<file path="src/rtl/mem_arbiter_if.sv">
// mem_arbiter_if: bundles the client and memory val/rdy/msg channels of mem_arbiter.
//   c0_req_* / c1_req_*   : client request channels   (msg = {op, addr, data, opaque})
//   c0_resp_* / c1_resp_* : client response channels  (same layout as request)
//   mem_req_* / mem_resp_*: memory server channels    (opaque widened by 1 MSB = client ID)
// Modports: slave  = the arbiter (serves clients, drives memory requests)
//           master = the surrounding system (clients and memory server)
interface mem_arbiter_if #(
  parameter int unsigned p_opaq_bits = 8
);
  localparam int unsigned LP_CMSG_W = 65 + p_opaq_bits;
  localparam int unsigned LP_MMSG_W = 66 + p_opaq_bits;

  logic                 c0_req_val;
  logic                 c0_req_rdy;
  logic [LP_CMSG_W-1:0] c0_req_msg;
  logic                 c1_req_val;
  logic                 c1_req_rdy;
  logic [LP_CMSG_W-1:0] c1_req_msg;

  logic                 c0_resp_val;
  logic                 c0_resp_rdy;
  logic [LP_CMSG_W-1:0] c0_resp_msg;
  logic                 c1_resp_val;
  logic                 c1_resp_rdy;
  logic [LP_CMSG_W-1:0] c1_resp_msg;

  logic                 mem_req_val;
  logic                 mem_req_rdy;
  logic [LP_MMSG_W-1:0] mem_req_msg;
  logic                 mem_resp_val;
  logic                 mem_resp_rdy;
  logic [LP_MMSG_W-1:0] mem_resp_msg;

  modport slave (
    input  c0_req_val, c0_req_msg, c1_req_val, c1_req_msg,
    output c0_req_rdy, c1_req_rdy,
    output c0_resp_val, c0_resp_msg, c1_resp_val, c1_resp_msg,
    input  c0_resp_rdy, c1_resp_rdy,
    output mem_req_val, mem_req_msg,
    input  mem_req_rdy,
    input  mem_resp_val, mem_resp_msg,
    output mem_resp_rdy
  );

  modport master (
    output c0_req_val, c0_req_msg, c1_req_val, c1_req_msg,
    input  c0_req_rdy, c1_req_rdy,
    input  c0_resp_val, c0_resp_msg, c1_resp_val, c1_resp_msg,
    output c0_resp_rdy, c1_resp_rdy,
    input  mem_req_val, mem_req_msg,
    output mem_req_rdy,
    output mem_resp_val, mem_resp_msg,
    input  mem_resp_rdy
  );
endinterface

</file>
<file path="src/rtl/mem_arbiter.sv">
// mem_arbiter: two-client round-robin arbiter in front of a single memory server.
//   Requests are granted into a one-entry output register that drives mem_req_*;
//   the client ID is appended as the opaque MSB and used to route responses back
//   combinationally. Each client is limited to p_max_outstanding in-flight requests.
// Ports:
//   clk  : clock, rising edge
//   rst  : synchronous reset, active low
//   bus  : mem_arbiter_if.slave (client request/response and memory channels)
//   perf_grants_c0/c1 : 32-bit accepted-request counters (only with MEM_ARBITER_PERF_CNT_EN)
// Optional feature macro: MEM_ARBITER_PERF_CNT_EN
module mem_arbiter #(
  parameter int unsigned p_opaq_bits       = 8,
  parameter int unsigned p_max_outstanding = 4
) (
  input  logic        clk,
  input  logic        rst,
`ifdef MEM_ARBITER_PERF_CNT_EN
  output logic [31:0] perf_grants_c0,
  output logic [31:0] perf_grants_c1,
`endif
  mem_arbiter_if.slave bus
);

  localparam int unsigned LP_CMSG_W = 65 + p_opaq_bits;
  localparam int unsigned LP_MMSG_W = 66 + p_opaq_bits;
  localparam int unsigned LP_CNT_W  = $clog2(p_max_outstanding + 1);

  logic                 r_full;
  logic [LP_MMSG_W-1:0] r_msg;
  logic                 r_ptr;
  logic [LP_CNT_W-1:0]  r_out0;
  logic [LP_CNT_W-1:0]  r_out1;

  logic                 w_elig0;
  logic                 w_elig1;
  logic                 w_can_accept;
  logic                 w_gnt;
  logic                 w_gnt_id;
  logic                 w_gnt0;
  logic                 w_gnt1;
  logic [LP_CMSG_W-1:0] w_sel_msg;
  logic [LP_MMSG_W-1:0] w_new_msg;
  logic                 w_resp_id;
  logic [LP_CMSG_W-1:0] w_resp_msg;
  logic                 w_rx0;
  logic                 w_rx1;

  // Saturating up/down counter; simultaneous inc and dec cancel out.
  function automatic logic [LP_CNT_W-1:0] f_next_cnt(
    input logic [LP_CNT_W-1:0] cnt,
    input logic                inc,
    input logic                dec
  );
    logic [LP_CNT_W-1:0] nxt;
    nxt = cnt;
    if (inc && !dec)
      nxt = cnt + LP_CNT_W'(1);
    else if (dec && !inc && (cnt != '0))
      nxt = cnt - LP_CNT_W'(1);
    return nxt;
  endfunction

  // Arbitration: pointer breaks ties, a lone eligible requester always wins.
  always_comb begin
    w_elig0      = bus.c0_req_val && (r_out0 < LP_CNT_W'(p_max_outstanding));
    w_elig1      = bus.c1_req_val && (r_out1 < LP_CNT_W'(p_max_outstanding));
    w_can_accept = !r_full || bus.mem_req_rdy;
    w_gnt_id     = (w_elig0 && w_elig1) ? r_ptr : w_elig1;
    w_gnt        = rst && w_can_accept && (w_elig0 || w_elig1);
    w_gnt0       = w_gnt && !w_gnt_id;
    w_gnt1       = w_gnt &&  w_gnt_id;
    w_sel_msg    = w_gnt_id ? bus.c1_req_msg : bus.c0_req_msg;
    w_new_msg    = {w_sel_msg[LP_CMSG_W-1:p_opaq_bits], w_gnt_id,
                    w_sel_msg[p_opaq_bits-1:0]};
  end

  assign bus.c0_req_rdy  = w_gnt0;
  assign bus.c1_req_rdy  = w_gnt1;
  assign bus.mem_req_val = r_full;
  assign bus.mem_req_msg = r_msg;

  // Response path: route by opaque MSB and strip it.
  always_comb begin
    w_resp_id  = bus.mem_resp_msg[p_opaq_bits];
    w_resp_msg = {bus.mem_resp_msg[LP_MMSG_W-1:p_opaq_bits+1],
                  bus.mem_resp_msg[p_opaq_bits-1:0]};
    w_rx0      = bus.mem_resp_val && !w_resp_id && bus.c0_resp_rdy;
    w_rx1      = bus.mem_resp_val &&  w_resp_id && bus.c1_resp_rdy;
  end

  assign bus.c0_resp_val  = bus.mem_resp_val && !w_resp_id;
  assign bus.c1_resp_val  = bus.mem_resp_val &&  w_resp_id;
  assign bus.c0_resp_msg  = w_resp_msg;
  assign bus.c1_resp_msg  = w_resp_msg;
  assign bus.mem_resp_rdy = w_resp_id ? bus.c1_resp_rdy : bus.c0_resp_rdy;

  // Output register, priority pointer and outstanding counters.
  always_ff @(posedge clk) begin
    if (!rst) begin
      r_full <= 1'b0;
      r_msg  <= '0;
      r_ptr  <= 1'b0;
      r_out0 <= '0;
      r_out1 <= '0;
    end else begin
      if (w_gnt) begin
        r_full <= 1'b1;
        r_msg  <= w_new_msg;
        r_ptr  <= ~w_gnt_id;
      end else if (bus.mem_req_rdy) begin
        r_full <= 1'b0;
      end
      r_out0 <= f_next_cnt(r_out0, w_gnt0, w_rx0);
      r_out1 <= f_next_cnt(r_out1, w_gnt1, w_rx1);
    end
  end

`ifdef MEM_ARBITER_PERF_CNT_EN
  // Per-client accepted-request counters, free-running modulo 2^32.
  always_ff @(posedge clk) begin
    if (!rst) begin
      perf_grants_c0 <= '0;
      perf_grants_c1 <= '0;
    end else begin
      if (w_gnt0) perf_grants_c0 <= perf_grants_c0 + 32'd1;
      if (w_gnt1) perf_grants_c1 <= perf_grants_c1 + 32'd1;
    end
  end
`else
  // Grant counters not built.
`endif

endmodule

</file>
<file path="src/flat_wrapper.sv">
// flat-port wrapper written by rule: the top's interface ports become plain ports
module mem_arbiter_flat 
#(
  parameter int unsigned p_opaq_bits       = 8,
  parameter int unsigned p_max_outstanding = 4
)
  (clk, rst, bus_c0_req_val, bus_c0_req_msg, bus_c1_req_val, bus_c1_req_msg, bus_c0_req_rdy, bus_c1_req_rdy, bus_c0_resp_val, bus_c0_resp_msg, bus_c1_resp_val, bus_c1_resp_msg, bus_c0_resp_rdy, bus_c1_resp_rdy, bus_mem_req_val, bus_mem_req_msg, bus_mem_req_rdy, bus_mem_resp_val, bus_mem_resp_msg, bus_mem_resp_rdy);
  mem_arbiter_if #(.p_opaq_bits(p_opaq_bits)) bus_i ();
  input  logic clk;
  input  logic rst;
  input wire logic [$bits(bus_i.c0_req_val)-1:0] bus_c0_req_val;
  input wire logic [$bits(bus_i.c0_req_msg)-1:0] bus_c0_req_msg;
  input wire logic [$bits(bus_i.c1_req_val)-1:0] bus_c1_req_val;
  input wire logic [$bits(bus_i.c1_req_msg)-1:0] bus_c1_req_msg;
  output wire logic [$bits(bus_i.c0_req_rdy)-1:0] bus_c0_req_rdy;
  output wire logic [$bits(bus_i.c1_req_rdy)-1:0] bus_c1_req_rdy;
  output wire logic [$bits(bus_i.c0_resp_val)-1:0] bus_c0_resp_val;
  output wire logic [$bits(bus_i.c0_resp_msg)-1:0] bus_c0_resp_msg;
  output wire logic [$bits(bus_i.c1_resp_val)-1:0] bus_c1_resp_val;
  output wire logic [$bits(bus_i.c1_resp_msg)-1:0] bus_c1_resp_msg;
  input wire logic [$bits(bus_i.c0_resp_rdy)-1:0] bus_c0_resp_rdy;
  input wire logic [$bits(bus_i.c1_resp_rdy)-1:0] bus_c1_resp_rdy;
  output wire logic [$bits(bus_i.mem_req_val)-1:0] bus_mem_req_val;
  output wire logic [$bits(bus_i.mem_req_msg)-1:0] bus_mem_req_msg;
  input wire logic [$bits(bus_i.mem_req_rdy)-1:0] bus_mem_req_rdy;
  input wire logic [$bits(bus_i.mem_resp_val)-1:0] bus_mem_resp_val;
  input wire logic [$bits(bus_i.mem_resp_msg)-1:0] bus_mem_resp_msg;
  output wire logic [$bits(bus_i.mem_resp_rdy)-1:0] bus_mem_resp_rdy;
  assign bus_i.c0_req_val = bus_c0_req_val;
  assign bus_i.c0_req_msg = bus_c0_req_msg;
  assign bus_i.c1_req_val = bus_c1_req_val;
  assign bus_i.c1_req_msg = bus_c1_req_msg;
  assign bus_c0_req_rdy = bus_i.c0_req_rdy;
  assign bus_c1_req_rdy = bus_i.c1_req_rdy;
  assign bus_c0_resp_val = bus_i.c0_resp_val;
  assign bus_c0_resp_msg = bus_i.c0_resp_msg;
  assign bus_c1_resp_val = bus_i.c1_resp_val;
  assign bus_c1_resp_msg = bus_i.c1_resp_msg;
  assign bus_i.c0_resp_rdy = bus_c0_resp_rdy;
  assign bus_i.c1_resp_rdy = bus_c1_resp_rdy;
  assign bus_mem_req_val = bus_i.mem_req_val;
  assign bus_mem_req_msg = bus_i.mem_req_msg;
  assign bus_i.mem_req_rdy = bus_mem_req_rdy;
  assign bus_i.mem_resp_val = bus_mem_resp_val;
  assign bus_i.mem_resp_msg = bus_mem_resp_msg;
  assign bus_mem_resp_rdy = bus_i.mem_resp_rdy;
  mem_arbiter #(.p_opaq_bits(p_opaq_bits), .p_max_outstanding(p_max_outstanding)) u_core (.clk(clk), .rst(rst), .bus(bus_i));
endmodule
</file>
<file path="config.mk">
export PLATFORM = sky130hd
export DESIGN_NAME = mem_arbiter_flat
export DESIGN_NICKNAME = d
export VERILOG_FILES = /design/src/rtl/mem_arbiter_if.sv /design/src/rtl/mem_arbiter.sv /design/src/flat_wrapper.sv
export SDC_FILE = /design/constraint.sdc
export NUM_CORES = 1
export LEC_CHECK = 0
export BUFFER_PORTS_ARGS = -buffer_cell sky130_fd_sc_hd__buf_4
export CAP_MARGIN = 25
export CORE_AREA = 2 2 177 179
export CTS_CLUSTER_SIZE = 40
export DETAILED_ROUTE_END_ITERATION = 10
export DIE_AREA = 0 0 179 181
export PLACE_DENSITY = 0.49
export SLEW_MARGIN = 5
export SYNTH_ARGS = -nofsm -noshare
export SYNTH_HDL_FRONTEND = slang
export SYNTH_SLANG_ARGS = --single-unit
</file>
<file path="constraint.sdc">
create_clock -name clk -period 2.7 [get_ports clk]
set_clock_uncertainty 0.15 [all_clocks]
set_input_delay 0.54 -clock clk [delete_from_list [all_inputs] [get_ports clk]]
set_output_delay 0.54 -clock clk [all_outputs]
set_load 0.1 [all_outputs]
</file>
# Word level (Yosys, flattened, before mapping)
# Cells that the tools add are included.
# W data, S select, Z words.
totals:
  wordCells: 52
  input_bits: 228
  out_inout_bits: 226
  reg_bits: 82
classes:
  n_reduce_logical: 31
  muxes: 9
  addsub: 4
  n_lt_le_gt_ge: 2
  n_bitwise: 1
ops:
  columns: ["op", "n"]
  rows:
  - ["$mux W73", 1]
  - ["$logic_and A1 B1 Y1", 17]
  - ["$mux W3", 4]
  - ["$logic_not A1 Y1", 7]
  - ["$add A3 B1 Y3 const B", 2]
  - ["$lt A3 B3 Y1 const B", 2]
  - ["$reduce_bool A2 Y1", 3]
  - ["$reduce_bool A3 Y1", 2]
  - ["$sub A3 B1 Y3 const B", 2]
  - ["$mux W1", 4]
  - ["$logic_or A1 B1 Y1", 2]
  - ["$not A1 Y1", 1]

# Depth between registers and ports, before layout
logic_depth:
  depth_word: 11
  mapped_depth: 8
  depth_no_buf: 8

# Worst setup path before layout
# OpenSTA, ideal clock, no wires.
synth_timing:
  path_type: "register to register"
  from: "register u_core.r_full (netlist: u_core.bus.mem_req_val)"
  to: "register u_core.r_out1[2]"
  path_stages_with_launch: 9
  n_path_buf: 0
  t_required_ns: 2.478
  path_slack_ns: -0.596
  arrival_time_ns: 3.074
  cell_sequence: "dfxtp_1 nand2b_1 o2111ai_2 inv_1 nand2_1 fa_1 or3_1 mux2i_1 mux2i_1"
synth_between:
  elab_chain_cells: 9
synth_rtl:
  columns: ["element", "line_no", "rtl"]
  rows:
  - ["start: declaration", "mem_arbiter.sv:28", "logic r_full;"]
  - ["start signal: assignment", "mem_arbiter.sv:100", "r_full <= 1'b0;"]
  - ["start signal: assignment", "mem_arbiter.sv:107", "r_full <= 1'b1;"]
  - ["start signal: assignment", "mem_arbiter.sv:111", "r_full <= 1'b0;"]
  - ["$logic_not A1 Y1 (*)", "mem_arbiter.sv:67", "w_can_accept = !r_full || bus.mem_req_rdy;"]
  - ["$logic_or A1 B1 Y1 (*)", "mem_arbiter.sv:67", null]
  - ["$logic_and A1 B1 Y1 (*) (2 in series)", "mem_arbiter.sv:69", "w_gnt = rst && w_can_accept && (w_elig0 || w_elig1);"]
  - ["$logic_and A1 B1 Y1 (*)", "mem_arbiter.sv:71", "w_gnt1 = w_gnt && w_gnt_id;"]
  - ["net bus_c1_req_rdy", "flat_wrapper.sv:16", "output wire logic [$bits(bus_i.c1_req_rdy)-1:0] bus_c1_req_rdy;"]
  - ["$logic_not A1 Y1", "mem_arbiter.sv:58", "else if (dec && !inc && (cnt != '0))"]
  - ["$logic_and A1 B1 Y1 (2 in series)", "mem_arbiter.sv:58", null]
  - ["$reduce_bool A2 Y1 (no source line)", null, null]
  - ["end signal: assignment", "mem_arbiter.sv:114", "r_out1 <= f_next_cnt(r_out1, w_gnt1, w_rx1);"]
  - ["end: declaration", "mem_arbiter.sv:32", "logic [LP_CNT_W-1:0] r_out1;"]
# The timed path passes the listed nets; every way through them passes the cells marked *.
# A chain may end at the register's enable or synchronous reset.

# Worst setup path in the final report
layout_timing:
  from: "register u_core.r_out0[2]"
  to: "register u_core.r_out1[2]"
layout_between:
  elab_chain_cells: 9
layout_rtl:
  columns: ["element", "line_no", "rtl"]
  rows:
  - ["start: declaration", "mem_arbiter.sv:31", "logic [LP_CNT_W-1:0] r_out0;"]
  - ["start signal: assignment", "mem_arbiter.sv:113", "r_out0 <= f_next_cnt(r_out0, w_gnt0, w_rx0);"]
  - ["$lt A3 B3 Y1 (*)", "mem_arbiter.sv:65", "w_elig0 = bus.c0_req_val && (r_out0 < LP_CNT_W'(p_max_outstanding));"]
  - ["$logic_and A1 B1 Y1 (*)", "mem_arbiter.sv:65", null]
  - ["$logic_and A1 B1 Y1 or $logic_or A1 B1 Y1 (tied branches)", "mem_arbiter.sv:68, mem_arbiter.sv:69", null]
  - ["$mux W1 or $logic_and A1 B1 Y1 (tied branches)", "mem_arbiter.sv:68, mem_arbiter.sv:69", null]
  - ["$logic_and A1 B1 Y1 (*)", "mem_arbiter.sv:71", null]
  - ["$logic_not A1 Y1", "mem_arbiter.sv:58", null]
  - ["$logic_and A1 B1 Y1 (2 in series)", "mem_arbiter.sv:58", null]
  - ["$reduce_bool A2 Y1 (no source line)", null, null]
# Mark *: on every way between the ends. The rest lies on a longest branch, timed or not.

==> metrics.md <==
| Metric | Value |
|---|---|
| Most common cell in the netlist | buf_4 |
| Slew Limit Fails | 0 |
| Endpoint class of the critical path | flip-flop |
| Finished Core Util | a little over a fifth |
| Fraction of synthesis flops using an asynchronous set or reset pin | 0% |
| Leak pwr | approximately 2.7 nW |
| Largest area contributor in the netlist | dfxtp_1 |
| Max-slew headroom | between 60% and 70% |
| Share of Yosys cell area claimed by the top area cell type | between 30% and 40% |
| RSZ-0062 raised after global routing | no |
| Die width | about 180 um |
| Initial DRC count | between 70 and 80 |
| Critical Path Most Common Cell | mux2i_1 |
| Slew of the pin with the lowest slew margin | 0.504 ns |
| Top post-synthesis cells by area | dfxtp_1, buf_4, mux2i_1 |
| Worst setup SP type | flip-flop |
| Min Hold Slack | about 0.34 ns |
| Post-Route WL | 13.4 mm |
| Global-route wire length before repair | ~20 mm |
| GRT met1 Usage | under 10% |
| DIE AREA | about 32000 um^2 |
| Hold_buf cts | 0 |
| Post-route ant nets | 0 |
| DRC violations left | 0 |
| Critical path fanouts, max | 5 |
| Drt first pass iters | 4 |
| Final critical-path share of the clock period | between 80% and 90% |
| Vias per cell | 3.66 |
| Compound-gate portion of the synthesized area | around an eighth |
| Layout area overhead | 26.6% |
| Final Hold Fails | 0 |
| Row Count | 64 |
| CP max stage delay | about 0.44 ns |
| Gr ovfl total | 0 |
| Clock transition at path regs | about 0.07 ns |
| Max clock buf depth | 2 |
| Mean post-synth cell area | just over 9 um^2 |
| Post-Synth Simple-Gate Area | under 10% |
| Largest family of logic cells by synthesized area | buffers and inverters |
| Maxcap violations | 0 |
| Worst Hold Class | reg2reg |
| PwrDens | between 600 and 700 nW/um^2 |
| DIE HEIGHT | 181 um |
| Seq/Total Area, Yosys | around 33% |
| Nets | ~840 |
| CTS tree | done |
| Total Power | 4.25 mW |
| Setup CP Type | reg2reg |
| DR WL/cell | between 10 and 15 um |
| Mux share of post-synthesis cell area | between 10% and 20% |
| # resized after CTS | 0 |
| Met3 Track Usage GR | under 10% |
| Setup Fix Bufs, Post-CTS | 0 |
| Vias in the first global route | 3677 |
| Synth cell count leaders | buf_4, mux2i_1, dfxtp_1 |
| Final min period | 2.35 ns |
| Placed Cells | approximately 1000 |
| Core Region | roughly 30000 um^2 |
| EDFF count, synth | 0 |
| FMAX | between 400 and 500 MHz |
| TritonCTS buffer count | 9 |
| Critical path arrival | 2.48 ns |
| ANT cells | 0 |
| Final setup violation count | 0 |
| H-tree depth | 3 |
| Worst path cell trace | nand2b_1, o2111ai_4, clkinvlp_4, nand2_1, fa_1, or3_1, mux2i_1, mux2i_1 |
| GRT Util Overall | roughly 8% |
| Initial antenna violation count | 0 |
| PortBufs | between 200 and 250 |
| Mapped Area | about 5000 um^2 |
| Status | finished, final reports clean |
| Layout cells sized above 1 | between 40 and 50% |
| Area post-placement | 6050 um^2 |
| Pre-CTS setup slack | approximately 0.079 ns |
| Mapped Cells | ~540 |
| Yosys reg bits | between 80 and 90 |
| DP HPWL | between 10 and 15 mm |
| Largest net degree at the start of global routing | 46 |
| Busiest grt layer | met2 |
| WP buf/inv | 1 |
| Final worst-path setup slack | about 0.35 ns |
| Root Driver | clkbuf_16 |
| Design area | roughly 6300 um^2 |
| Critical Path Slowest Stage Cell | dfxtp_1 |
| Skew-Pair Late Insertion Delay | about 0.34 ns |
| Net Count, Synth | roughly 770 |
| Vias | approximately 3700 |
| Worst path top cell family by delay | simple AND/OR/NAND/NOR gates |
| Synth Area in Adders | less than 1% |
| Top Ports | approximately 450 |
| Worst ir drop on vdd | between 0.0002 and 0.00025 V |
| Final cell count without fillers | between 1000 and 1500 |
| M2 GR Usage | approximately an eighth |
| Library cells used by synthesis | 30 |
| Setup Total Neg Slack | 0 ns |
| Routability-driven placement congestion ratio | around 0.70 |
| Synth warn | 0 |
| Crit path required time | 2.82 ns |
| Leading register cell type out of synthesis | dfxtp_1 |
| Clock Sinks | slightly above 80 |
| Synth Area in XOR/XNOR | 0% |
| Initial Util | between 10% and 20% |
## flip-flops by register name (all words and copies together), names as in the netlist
register / flops
u_core.bus.mem_req_msg: 74
u_core.bus.mem_req_val: 1
u_core.r_out0: 3
u_core.r_out1: 3
u_core.r_ptr: 1
## tightest hold or removal path, delay by kind of cell, from the launching register on
kind               cells  cell delay [ns]
AOI/OAI and AO/OA      1             0.06
DFF                    1             0.32
and+or+nand+nor        1             0.06
## logic make-up (layout without fill, tap and decap cells)
| group | count (synthesis) | after routing |
|---|---|---|
| compound gates | 81 | 81 |
| buf+inv | 184 | 265 |
| flops | 82 | 82 |
| mux | 84 | 84 |
| simple gates | 105 | 105 |
| fa+ha+maj | 2 | 2 |
## routing by layer
layer | share of wire (%) | up-vias
met5 | 0 | -
met4 | 2.8 | 0
met3 | 11 | 41
met2 | 45 | 188
met1 | 41 | 1622
li1 | - | 1860
## cell usage in the layout (no fill, tap or decap), drive strengths merged
master,netlist,routed
or3,2,2
nand3,1,1
dfxtp,82,82
inv,4,3
buf,170,245
clkinv,0,1
nand3b,1,1
nor2,75,75
o211ai,1,1
o2111ai,2,2
a21oi,2,2
a31oi,1,1
o211a,1,1
nor3,2,2
mux2i,83,83
clkinvlp,0,5
and2,1,1
nor2b,3,3
nand2b,7,7
a211oi,74,74
nand2,13,13
clkbuf,10,11
mux2,1,1
fa,2,2
## cell type report
| cell class | instances | area, um^2 |
|---|---|---|
| Fill cell | 3372 | 24000 |
| Multi-Input combinational cell | 272 | 2000 |
| Timing Repair Buffer | 245 | 1890 |
| Sequential cell | 82 | 1640 |
| Tap cell | 396 | 495 |
| Clock buffer | 11 | 233 |
| Clock inverter | 5 | 40.0 |
| Inverter | 4 | 22.5 |
## where the power goes
group | switching (mW) | total, mW | internal, mW
clock | 0.557 | 1.19 | 0.630
combinational | 1.17 | 1.67 | 0.499
sequential | 0.0669 | 1.39 | 1.33
## path summary, 6_finish.rpt
kind | from | end | slack [ns] | cells after the start
setup / recovery | u_core.r_out0[2] | u_core.r_out1[2] | 0.35 | 8
hold / removal | u_core.bus.mem_req_msg[8] | u_core.bus.mem_req_msg[8] | 0.34 | 2
setup reg to reg | u_core.r_out0[2] | u_core.r_out1[2] | 0.35 | 8
hold reg to reg | u_core.bus.mem_req_msg[8] | u_core.bus.mem_req_msg[8] | 0.34 | 2
Power figures use the tool's default switching activity.
